### src/rtl/aes_key_expand_pkg.sv
// Shared types and constants for the AES-128 key schedule slice.
package aes_pkg;

  localparam int unsigned NUM_ROUNDS = 10;
  localparam logic [3:0]  LAST_IDX   = 4'(NUM_ROUNDS);

  typedef logic [31:0]  word_t;
  typedef logic [127:0] key_t;

  typedef enum logic [1:0] {
    ST_IDLE,
    ST_OUT,
    ST_EXPAND
  } state_t;

  // Index 0 is unused; round r uses RCON[r].
  localparam logic [7:0] RCON [0:10] = '{
    8'h00, 8'h01, 8'h02, 8'h04, 8'h08, 8'h10,
    8'h20, 8'h40, 8'h80, 8'h1b, 8'h36
  };

  function automatic word_t rot_word(input word_t w);
    return {w[23:0], w[31:24]};
  endfunction

endpackage

### src/rtl/aes_key_expand_if.sv
// Key-in / round-key-out bus of aes_key_expand.
// Read-back signals exist only when AES_KEY_EXP_STORE_EN is defined.
interface aes_key_expand_if;
  import aes_pkg::*;

  logic       i_key_vld;
  key_t       i_key;
  logic       o_key_rdy;
  logic       o_rkey_vld;
  key_t       o_rkey;
  logic [3:0] o_rkey_idx;
  logic       i_rkey_rdy;
  logic       o_busy;

`ifdef AES_KEY_EXP_STORE_EN
  logic [3:0] i_rd_idx;
  key_t       o_rd_key;
  logic       o_store_done;

  modport slave (
    input  i_key_vld, i_key, i_rkey_rdy, i_rd_idx,
    output o_key_rdy, o_rkey_vld, o_rkey, o_rkey_idx, o_busy, o_rd_key, o_store_done
  );
  modport master (
    output i_key_vld, i_key, i_rkey_rdy, i_rd_idx,
    input  o_key_rdy, o_rkey_vld, o_rkey, o_rkey_idx, o_busy, o_rd_key, o_store_done
  );
`else
  modport slave (
    input  i_key_vld, i_key, i_rkey_rdy,
    output o_key_rdy, o_rkey_vld, o_rkey, o_rkey_idx, o_busy
  );
  modport master (
    output i_key_vld, i_key, i_rkey_rdy,
    input  o_key_rdy, o_rkey_vld, o_rkey, o_rkey_idx, o_busy
  );
`endif

endinterface

### src/rtl/aes_key_expand_sbox.sv
// aes_sbox: four parallel AES S-boxes (SubWord), purely combinational.
// Each byte is the GF(2^8) inverse (as x^254) followed by the AES affine map.
module aes_sbox (
  input  logic [31:0] word,
  output logic [31:0] sub_word
);

  function automatic logic [7:0] xtime(input logic [7:0] a);
    return {a[6:0], 1'b0} ^ (a[7] ? 8'h1b : 8'h00);
  endfunction

  function automatic logic [7:0] gf_mul(input logic [7:0] a, input logic [7:0] b);
    logic [7:0] p;
    logic [7:0] x;
    p = '0;
    x = a;
    for (int unsigned i = 0; i < 8; i++) begin
      if (b[i]) p = p ^ x;
      x = xtime(x);
    end
    return p;
  endfunction

  function automatic logic [7:0] sbox_byte(input logic [7:0] a);
    logic [7:0] sq;
    logic [7:0] inv;
    sq  = a;
    inv = 8'h01;
    for (int unsigned k = 1; k < 8; k++) begin
      sq  = gf_mul(sq, sq);
      inv = gf_mul(inv, sq);
    end
    return inv ^ {inv[6:0], inv[7]} ^ {inv[5:0], inv[7:6]}
               ^ {inv[4:0], inv[7:5]} ^ {inv[3:0], inv[7:4]} ^ 8'h63;
  endfunction

  always_comb begin
    sub_word = '0;
    for (int unsigned i = 0; i < 4; i++) begin
      sub_word[8*i +: 8] = sbox_byte(word[8*i +: 8]);
    end
  end

endmodule

### src/rtl/aes_key_expand.sv
// AES-128 key expansion streaming 11 round keys, one word per cycle.
// Optional AES_KEY_EXP_STORE_EN keeps all round keys for random read-back.
module aes_key_expand
  import aes_pkg::*;
(
  input logic              i_clk,
  input logic              i_rst_n,
  aes_key_expand_if.slave  bus
);

  state_t     state;
  state_t     state_nxt;
  key_t       rkey;
  logic [3:0] idx;
  logic [1:0] sub;
  logic [95:0] work;
  word_t      sbox_in;
  word_t      sbox_hold;
  word_t      sbox_out;
  word_t      prev_word;
  word_t      link;
  word_t      new_word;
  key_t       next_rkey;
  logic       key_acc;
  logic       exp_done;

  assign key_acc  = (state == ST_IDLE) && bus.i_key_vld;
  assign exp_done = (state == ST_EXPAND) && (sub == 2'd3);

  assign bus.o_key_rdy  = (state == ST_IDLE);
  assign bus.o_busy     = (state != ST_IDLE);
  assign bus.o_rkey_vld = (state == ST_OUT);
  assign bus.o_rkey     = rkey;
  assign bus.o_rkey_idx = idx;

  // S-box input only changes in sub-cycle 0; it is parked otherwise.
  assign sbox_in = (state == ST_EXPAND && sub == 2'd0) ? rot_word(rkey[31:0]) : sbox_hold;

  aes_sbox u_sbox (
    .word     (sbox_in),
    .sub_word (sbox_out)
  );

  always_ff @(posedge i_clk) begin
    if (!i_rst_n) state <= ST_IDLE;
    else          state <= state_nxt;
  end

  always_comb begin
    state_nxt = state;
    case (state)
      ST_IDLE:   if (bus.i_key_vld) state_nxt = ST_OUT;
      ST_OUT:    if (bus.i_rkey_rdy) state_nxt = (idx == LAST_IDX) ? ST_IDLE : ST_EXPAND;
      ST_EXPAND: if (sub == 2'd3) state_nxt = ST_OUT;
      default:   state_nxt = ST_IDLE;
    endcase
  end

  // New words build up in work; o_rkey keeps the previous round until all four exist.
  always_comb begin
    prev_word = '0;
    case (sub)
      2'd0: prev_word = rkey[127:96];
      2'd1: prev_word = rkey[95:64];
      2'd2: prev_word = rkey[63:32];
      2'd3: prev_word = rkey[31:0];
    endcase
    link      = (sub == 2'd0) ? (sbox_out ^ {RCON[idx + 4'd1], 24'h0}) : work[31:0];
    new_word  = prev_word ^ link;
    next_rkey = {work, new_word};
  end

  always_ff @(posedge i_clk) begin
    if (!i_rst_n) begin
      rkey      <= '0;
      idx       <= '0;
      sub       <= '0;
      work      <= '0;
      sbox_hold <= '0;
    end else begin
      sbox_hold <= sbox_in;
      if (key_acc) begin
        rkey <= bus.i_key;
        idx  <= '0;
        sub  <= '0;
      end
      if (state == ST_EXPAND) begin
        work <= {work[63:0], new_word};
        sub  <= sub + 2'd1;
        if (sub == 2'd3) begin
          rkey <= next_rkey;
          idx  <= idx + 4'd1;
        end
      end
    end
  end

`ifdef AES_KEY_EXP_STORE_EN
  key_t store [0:10];
  logic store_done;

  always_ff @(posedge i_clk) begin
    if (key_acc)  store[0] <= bus.i_key;
    if (exp_done) store[idx + 4'd1] <= next_rkey;
  end

  always_ff @(posedge i_clk) begin
    if (!i_rst_n)                                store_done <= 1'b0;
    else if (key_acc)                            store_done <= 1'b0;
    else if (exp_done && idx == LAST_IDX - 4'd1) store_done <= 1'b1;
  end

  assign bus.o_rd_key     = (bus.i_rd_idx <= LAST_IDX) ? store[bus.i_rd_idx] : '0;
  assign bus.o_store_done = store_done;
`endif

endmodule

### src/flat_wrapper.sv
// flat-port wrapper written by rule: the top's interface ports become plain ports
module aes_key_expand_flat import aes_pkg::*;
  (i_clk, i_rst_n, bus_i_key_vld, bus_i_key, bus_i_rkey_rdy, bus_o_key_rdy, bus_o_rkey_vld, bus_o_rkey, bus_o_rkey_idx, bus_o_busy);
  aes_key_expand_if bus_i ();
  input logic i_clk;
  input logic i_rst_n;
  input wire logic [$bits(bus_i.i_key_vld)-1:0] bus_i_key_vld;
  input wire logic [$bits(bus_i.i_key)-1:0] bus_i_key;
  input wire logic [$bits(bus_i.i_rkey_rdy)-1:0] bus_i_rkey_rdy;
  output wire logic [$bits(bus_i.o_key_rdy)-1:0] bus_o_key_rdy;
  output wire logic [$bits(bus_i.o_rkey_vld)-1:0] bus_o_rkey_vld;
  output wire logic [$bits(bus_i.o_rkey)-1:0] bus_o_rkey;
  output wire logic [$bits(bus_i.o_rkey_idx)-1:0] bus_o_rkey_idx;
  output wire logic [$bits(bus_i.o_busy)-1:0] bus_o_busy;
  assign bus_i.i_key_vld = bus_i_key_vld;
  assign bus_i.i_key = bus_i_key;
  assign bus_i.i_rkey_rdy = bus_i_rkey_rdy;
  assign bus_o_key_rdy = bus_i.o_key_rdy;
  assign bus_o_rkey_vld = bus_i.o_rkey_vld;
  assign bus_o_rkey = bus_i.o_rkey;
  assign bus_o_rkey_idx = bus_i.o_rkey_idx;
  assign bus_o_busy = bus_i.o_busy;
  aes_key_expand u_core (.i_clk(i_clk), .i_rst_n(i_rst_n), .bus(bus_i));
endmodule
### config.mk
export PLATFORM = sky130hd
export DESIGN_NAME = aes_key_expand_flat
export DESIGN_NICKNAME = d
export VERILOG_FILES = /design/src/rtl/aes_key_expand_pkg.sv /design/src/rtl/aes_key_expand_if.sv /design/src/rtl/aes_key_expand_sbox.sv /design/src/rtl/aes_key_expand.sv /design/src/flat_wrapper.sv
export SDC_FILE = /design/constraint.sdc
export NUM_CORES = 2
export LEC_CHECK = 0
export CAP_MARGIN = 20
export CORE_ASPECT_RATIO = 0.5
export CORE_MARGIN = 4
export CORE_UTILIZATION = 25
export CTS_CLUSTER_DIAMETER = 120
export DETAILED_ROUTE_END_ITERATION = 7
export DONT_BUFFER_PORTS = 1
export HOLD_SLACK_MARGIN = 0.08
export PLACE_DENSITY = 0.36
export SLEW_MARGIN = 20
export SYNTH_ARGS = -nofsm -noshare
export SYNTH_HDL_FRONTEND = slang
export SYNTH_HIERARCHICAL = 1
export SYNTH_SLANG_ARGS = --single-unit
### constraint.sdc
create_clock -name i_clk -period 33.7 [get_ports i_clk]
set_input_delay 8.425 -clock i_clk [delete_from_list [all_inputs] [get_ports i_clk]]
set_output_delay 8.425 -clock i_clk [all_outputs]
set_load 0.02 [all_outputs]
# After elaboration in Yosys (flattened, before gate mapping)
# Memory sizes are Yosys's and may differ from the RTL's.
# Cells that the tools add are included.
# totals
register_bits	264
latch_bits	0
ramBits	0
mem_bits_ro	128
inputBits	132
wordCells	1635
n_memories	1
# op_classes
add_sub_neg	2
n_mul	0
div	0
n_lt_le_gt_ge	1
n_eq_ne	9
n_shift	0
muxes	830
bitwise	779
reduce_logical	7
# mem_list
memory	words	word_bits	rd	rd_clocked_by_memory_dff	wr	line_no	rtl
(name not given)	16	8	1	0	0	aes_key_expand.sv:68	link = (sub == 2'd0) ? (sbox_out ^ {RCON[idx + 4'd1], 24'h0}) : work[31:0];
# ops
cell	count
$mux 8	422
$xor 8x8->8	380
$xor 8x5->8	364
$mux 5	368
$mux 128	3
$pmux 32 s4	1
$mux 32	2
$xor 32x32->32	2
$mux 4	7
$mux 7	4
$not 1->1 const A	28
$mux 6	4
$mux 2	10
$not 4->4	4
$mux 3	4
$eq 2x2->1 const B	3
$ne 2x2->1 const B	3
$pmux 2 s3	1
$ge 5x5->1 const B	1
$not 4->5	1
$add 4x1->4 const B	1
$eq 2x1->1 const B	2
$eq 4x4->1 const B	1
$logic_not 2->1	2
5 further kinds	10

# Logic depth before layout (Yosys ltp)
# logic_depth
word_depth	140
depth_mapped	76

# By module
# Netlist, hierarchy kept.
# by_module_without_submodules
mod	n_inst	cells_each	area_each_um2	seq_area_each_um2
aes_sbox	1	7927	57337.5	0.0
aes_key_expand	1	1550	12436.9	5285.1

# Least setup slack after synthesis
# OpenSTA, ideal clock, no wires.
# synth_timing
kind	reg2reg
start	register u_core.sub[0]
end	register u_core.rkey[14], in the netlist u_core/bus.o_rkey[14]
setup_ns	0.091
arrival_time_ns	16.575
required_ns	33.609
slack_ns	17.034
stages_incl_launch_ff	73
path_cell_list	dfxtp_1 > inv_1 > ha_1 > buf_2 > nand2_1 > buf_2 > mux2_2 > ha_1 > buf_2 > nand2_1 > xnor2_1 > inv_1 > buf_2 > clkbuf_1 > clkbuf_1 > ha_1 > clkbuf_1 > inv_1 > [... 37 more ...] > xnor2_1 > xnor2_1 > xnor2_1 > xnor2_1 > xnor2_4 > xnor3_1 > nor2_1 > xnor3_1 > xnor2_1 > xnor3_1 > xor2_1 > xnor2_2 > xor2_2 > xnor2_1 > mux2i_1 > xnor2_1 > nor2_1 > a311oi_1
# synth_via
elab_cells_between_ends	402
# synth_lines
element	line_no	rtl
from (decl)	aes_key_expand.sv:15	logic [1:0] sub;
from (signal assigned)	aes_key_expand.sv:89	sub <= sub + 2'd1;
$logic_not 2->1 *	aes_key_expand.sv:37	assign sbox_in = (state == ST_EXPAND && sub == 2'd0) ? rot_word(rkey[31:0]) : sbox_hold;
$logic_and 1x1->1 *	aes_key_expand.sv:37	
$mux 32 *	aes_key_expand.sv:37	
via u_core.sbox_in[8]	aes_key_expand.sv:17	word_t sbox_in;
$mux 8	aes_key_expand_sbox.sv:18	if (b[i]) p = p ^ x;
$xor 8x8->8	aes_key_expand_sbox.sv:18	
$mux 8	aes_key_expand_sbox.sv:18	
$xor 8x8->8	aes_key_expand_sbox.sv:18	
[... 122 more ...]	-	
$xor 8x8->8 *	aes_key_expand_sbox.sv:34	^ {inv[4:0], inv[7:5]} ^ {inv[3:0], inv[7:4]} ^ 8'h63;
$not 4->4 (no line) *	-	
via u_core.sbox_out[14]	aes_key_expand.sv:19	word_t sbox_out;
$xor 32x32->32 *	aes_key_expand.sv:68	
$mux 32 *	aes_key_expand.sv:68	
$xor 32x32->32 *	aes_key_expand.sv:69	new_word = prev_word ^ link;
$mux 128 *	aes_key_expand.sv:90	if (sub == 2'd3) begin
$mux 128 *	aes_key_expand.sv:87	if (state == ST_EXPAND) begin
to (signal assigned)	aes_key_expand.sv:83	rkey <= bus.i_key;
to (signal assigned)	aes_key_expand.sv:91	rkey <= next_rkey;
to (decl)	aes_key_expand.sv:13	key_t rkey;
# The timed path passes the listed nets; every way through them passes the cells marked *.
# A chain may end at the register's enable or synchronous reset.

# Worst setup path after layout
# layout_timing
start	register u_core.sub[0]
end	register u_core.rkey[2], in the netlist u_core/bus.o_rkey[2]
# layout_via
elab_cells_between_ends	401
# layout_lines
element	line_no
$logic_not 2->1 *	aes_key_expand.sv:37
$logic_and 1x1->1 *	aes_key_expand.sv:37
$mux 32 *	aes_key_expand.sv:37
via u_core.sbox_in[5]	aes_key_expand.sv:17
$xor 8x5->8 or $mux 8 (tied branches)	aes_key_expand_sbox.sv:9, aes_key_expand_sbox.sv:18
$xor 8x8->8 or $xor 8x5->8 (tied branches)	aes_key_expand_sbox.sv:18, aes_key_expand_sbox.sv:9
$mux 8 or $xor 8x8->8 (tied branches)	aes_key_expand_sbox.sv:18
$xor 8x8->8 or $mux 8 (tied branches)	aes_key_expand_sbox.sv:18
[... 121 more ...]	-
$xor 8x8->8	aes_key_expand_sbox.sv:34
$xor 8x8->8 *	aes_key_expand_sbox.sv:34
via u_core.sbox_out[2]	aes_key_expand.sv:19
$xor 32x32->32 *	aes_key_expand.sv:68
$mux 32 *	aes_key_expand.sv:68
$xor 32x32->32 *	aes_key_expand.sv:69
$mux 128 *	aes_key_expand.sv:90
$mux 128 *	aes_key_expand.sv:87
# Marks and branches as above.

==> summary.md <==
| Metric | Value |
|---|---|
| Post-CTS Setup Bufs | `0` |
| Core Area | `about 280,000 µm²` |
| Share of post-route cells with drive strength above 1 | `0.0968` |
| CP required | `about 34 ns` |
| Avg Inst Size Synth | `between 7 and 8 µm²` |
| CTS tree | `built` |
| Vias in the first global route | `62,400` |
| Starting Density | `0.253` |
| Worst-path clk slew | `0.06 ns` |
| WP buf/inv | `6` |
| Die height | `~380 µm` |
| Routed Antenna Nets | `0` |
| RR Startpoint | `u_core/sub[0]$_SDFFE_PN0P_` |
| Initial antenna violation count | `12` |
| Rows | `between 100 and 150` |
| Final Cycle Share | `0.645` |
| CP arrival | `roughly 22 ns` |
| GRT overflow | `0` |
| DRT Pass-1 Iters | `8` |
| #FFs+latches synth | `approximately 260` |
| IO buf count | `0` |
| CTS buffer count | `37` |
| H-tree depth | `2` |
| Remaining DRCs | `10` |
| Die width | `about 760 µm` |
| Status | `finished, violations left` |
| Share of Yosys cell area claimed by the top area cell type | `0.195` |
| Rel. slew slack | `0.261` |
| CTS max path bufs | `3` |
| I/O Pins | `roughly 270` |
| Finished Layout Cells | `approximately 13,000` |
| Top post-synthesis cells by area | `xnor2_1 (20%), xnor3_1 (8.5%), dfxtp_1 (7.6%)` |
| Detailed-route vias per instance | `between 5 and 6` |
| Crit start category | `flip-flop` |
| Hold Violations, Final | `0` |
| Post-synth EDFFs | `0` |
| CP delay by family, top | `XOR/XNOR gates` |
| Post-CTS Hold Buffers | `0` |
| Hold Startpoint | `u_core/work[75]$_SDFFE_PN0P_` |
| Fin Setup TNS | `0 ns` |
| P&R area growth vs syn | `8.77%` |
| Vias | `around 66,000` |
| Ys async rst share | `0` |
| Routed len/inst | `between 20 and 25 µm` |
| Filler cells | `roughly 30,000` |
| Synth top cells by count | `xnor2_1 (1,554), nor2_1 (1,294), nand2_1 (1,226)` |
| GPL Wtd Cong | `between 0.8 and 0.9` |
| Placed cells | `roughly 13,000` |
| Root Driver | `clkbuf_16` |
| Worst-Skew Late Latency | `about 0.62 ns` |
| Max Freq | `about 0.046 GHz` |
| Post-synthesis net count | `about 9,600` |
| Kind of critical path | `reg2reg` |
| Synth Cell Area | `69,800 µm²` |
| Clk sinks | `264` |
| Yosys warning total | `6` |
| Min Clock Period, post-route | `21.74 ns` |
| CP dominant cell by count | `xnor2_1` |
| Hold/Removal Path Class | `reg2reg` |
| Synth Instances | `roughly 9,500` |
| DR iter-0 viols | `~4,900` |
| Clock Skew | `around 0.041 ns` |
| Largest net degree at the start of global routing | `167` |
| DP HPWL | `202,000 µm` |
| GRT Util Overall | `0.183` |
| Max_cap viols | `0` |
| Worst Path Max Fanout | `20` |
| Nature of the critical path endpoint | `flip-flop` |
| Final Util | `0.275` |
| Failing checks | `design-rule violations` |
| Worst setup startpoint | `u_core/sub[0]$_SDFFE_PN0P_` |
| First-pass GRT wire length | `around 420,000 µm` |
| Final WL | `approximately 280,000 µm` |
| # setup viols final | `0` |
| Dominant cell by count in the synthesized netlist | `xnor2_1` |
| Post-synth top area cell | `xnor2_1` |
| Synth Flop Type | `dfxtp_1` |
| Final nets | `between 9,000 and 10,000` |
| Slew at the pin closest to its max-slew limit | `approximately 1.1 ns` |
| Max Slew Vio Count | `0` |
| Sequential-to-total area share from yosys stat | `0.0757` |
| Slowest stage delay, CP | `around 0.85 ns` |
| Gates resized, CTS repair | `0` |
| Die area | `between 200,000 and 300,000 µm²` |
| Crit-path slowest cell | `xnor2_2` |
| RSZ-0062 raised after global routing | `false` |
| Unique cell type count in the Yosys netlist | `132` |
-- metal layers --
layer	GRT usage	vias up	part of all wire
met5	0	-	0
met4	0.0301	0	0.016
met3	0.0124	150	0.033
met2	0.300	1255	0.46
met1	0.265	31800	0.49
li1	-	32400	-
-- registers in the layout, indices dropped and copies added, names as in the netlist --
register	cells
u_core/bus.o_rkey_idx	4
u_core/sbox_hold	32
u_core/sub	2
u_core/work	96
u_core/state	2
u_core/bus.o_rkey	128
-- cells in the final DEF (no fill, tap or decap), types with 160 or more instances in the layout --
| cell | n |
|---|---|
| xnor2_2 | 160 |
| a21oi_1 | 491 |
| o21ai_0 | 374 |
| nand2_1 | 1223 |
| nor3_1 | 244 |
| xnor2_1 | 1493 |
| dfxtp_1 | 264 |
| buf_4 | 316 |
| xnor3_1 | 263 |
| nand3_1 | 256 |
| mux2i_1 | 250 |
| xor2_1 | 387 |
| nor2_1 | 1292 |
-- layout make-up --
cell class	count	area, µm²	share of cell area
timing repair buffer	318	2400	0.0317
sequential	264	5290	0.0696
clock buffer	44	992	0.0131
clock inverter	23	298	0.00392
tap	3726	4660	0.0614
antenna	5	12.5	0.000165
inverter	137	523	0.00689
multi-input combinational	8398	61700	0.813
-- worst reg2reg max path, delay by kind of cell (launching register included) --
family | cells | cell delay (ns)
flip-flops | 1 | 0.36
AND/OR/NAND/NOR | 17 | 5.41
buffers and inverters | 6 | 1.94
XOR/XNOR | 21 | 6.52
adder cells (fa/ha/maj) | 3 | 1.83
AO/OA/AOI/OAI | 13 | 4.13
multiplexers | 4 | 1.47
-- metrics by stage --
stage          hold WS (ns)  setup WS [ns]  cell area (µm²)
5_1_grt               0.466          10.32            75900
2_1_floorplan         0.433          17.03            69800
3_3_place_gp          0.443          11.73            74600
3_5_place_dp          0.445          11.27            74600
4_1_cts               0.453          11.06            75900
6_report              0.451          11.96            75900
-- cell families after synthesis --
| kind of cell | Yosys count | share of synthesized area |
|---|---|---|
| xor+xnor | 2466 | 0.401 |
| simple gates | 3534 | 0.221 |
| compound gates | 2005 | 0.193 |
| mux | 347 | 0.0521 |
| flops | 264 | 0.0757 |
| buf+inv | 815 | 0.0495 |
| fa+ha+maj | 46 | 0.00800 |
-- path summary, 6_finish.rpt --
check	to	slack (ns)	depth (start not counted)
min	u_core/work[75]$_SDFFE_PN0P_	0.45	2
max reg2reg	u_core/bus.o_rkey[2]$_SDFF_PN0_	11.96	64
max	u_core/bus.o_rkey[2]$_SDFF_PN0_	11.96	64
min reg2reg	u_core/work[75]$_SDFFE_PN0P_	0.45	2
Power is left out: the tool's default activity adds up to more than one toggle a clock period on the data nets, which glitch-free logic cannot reach.
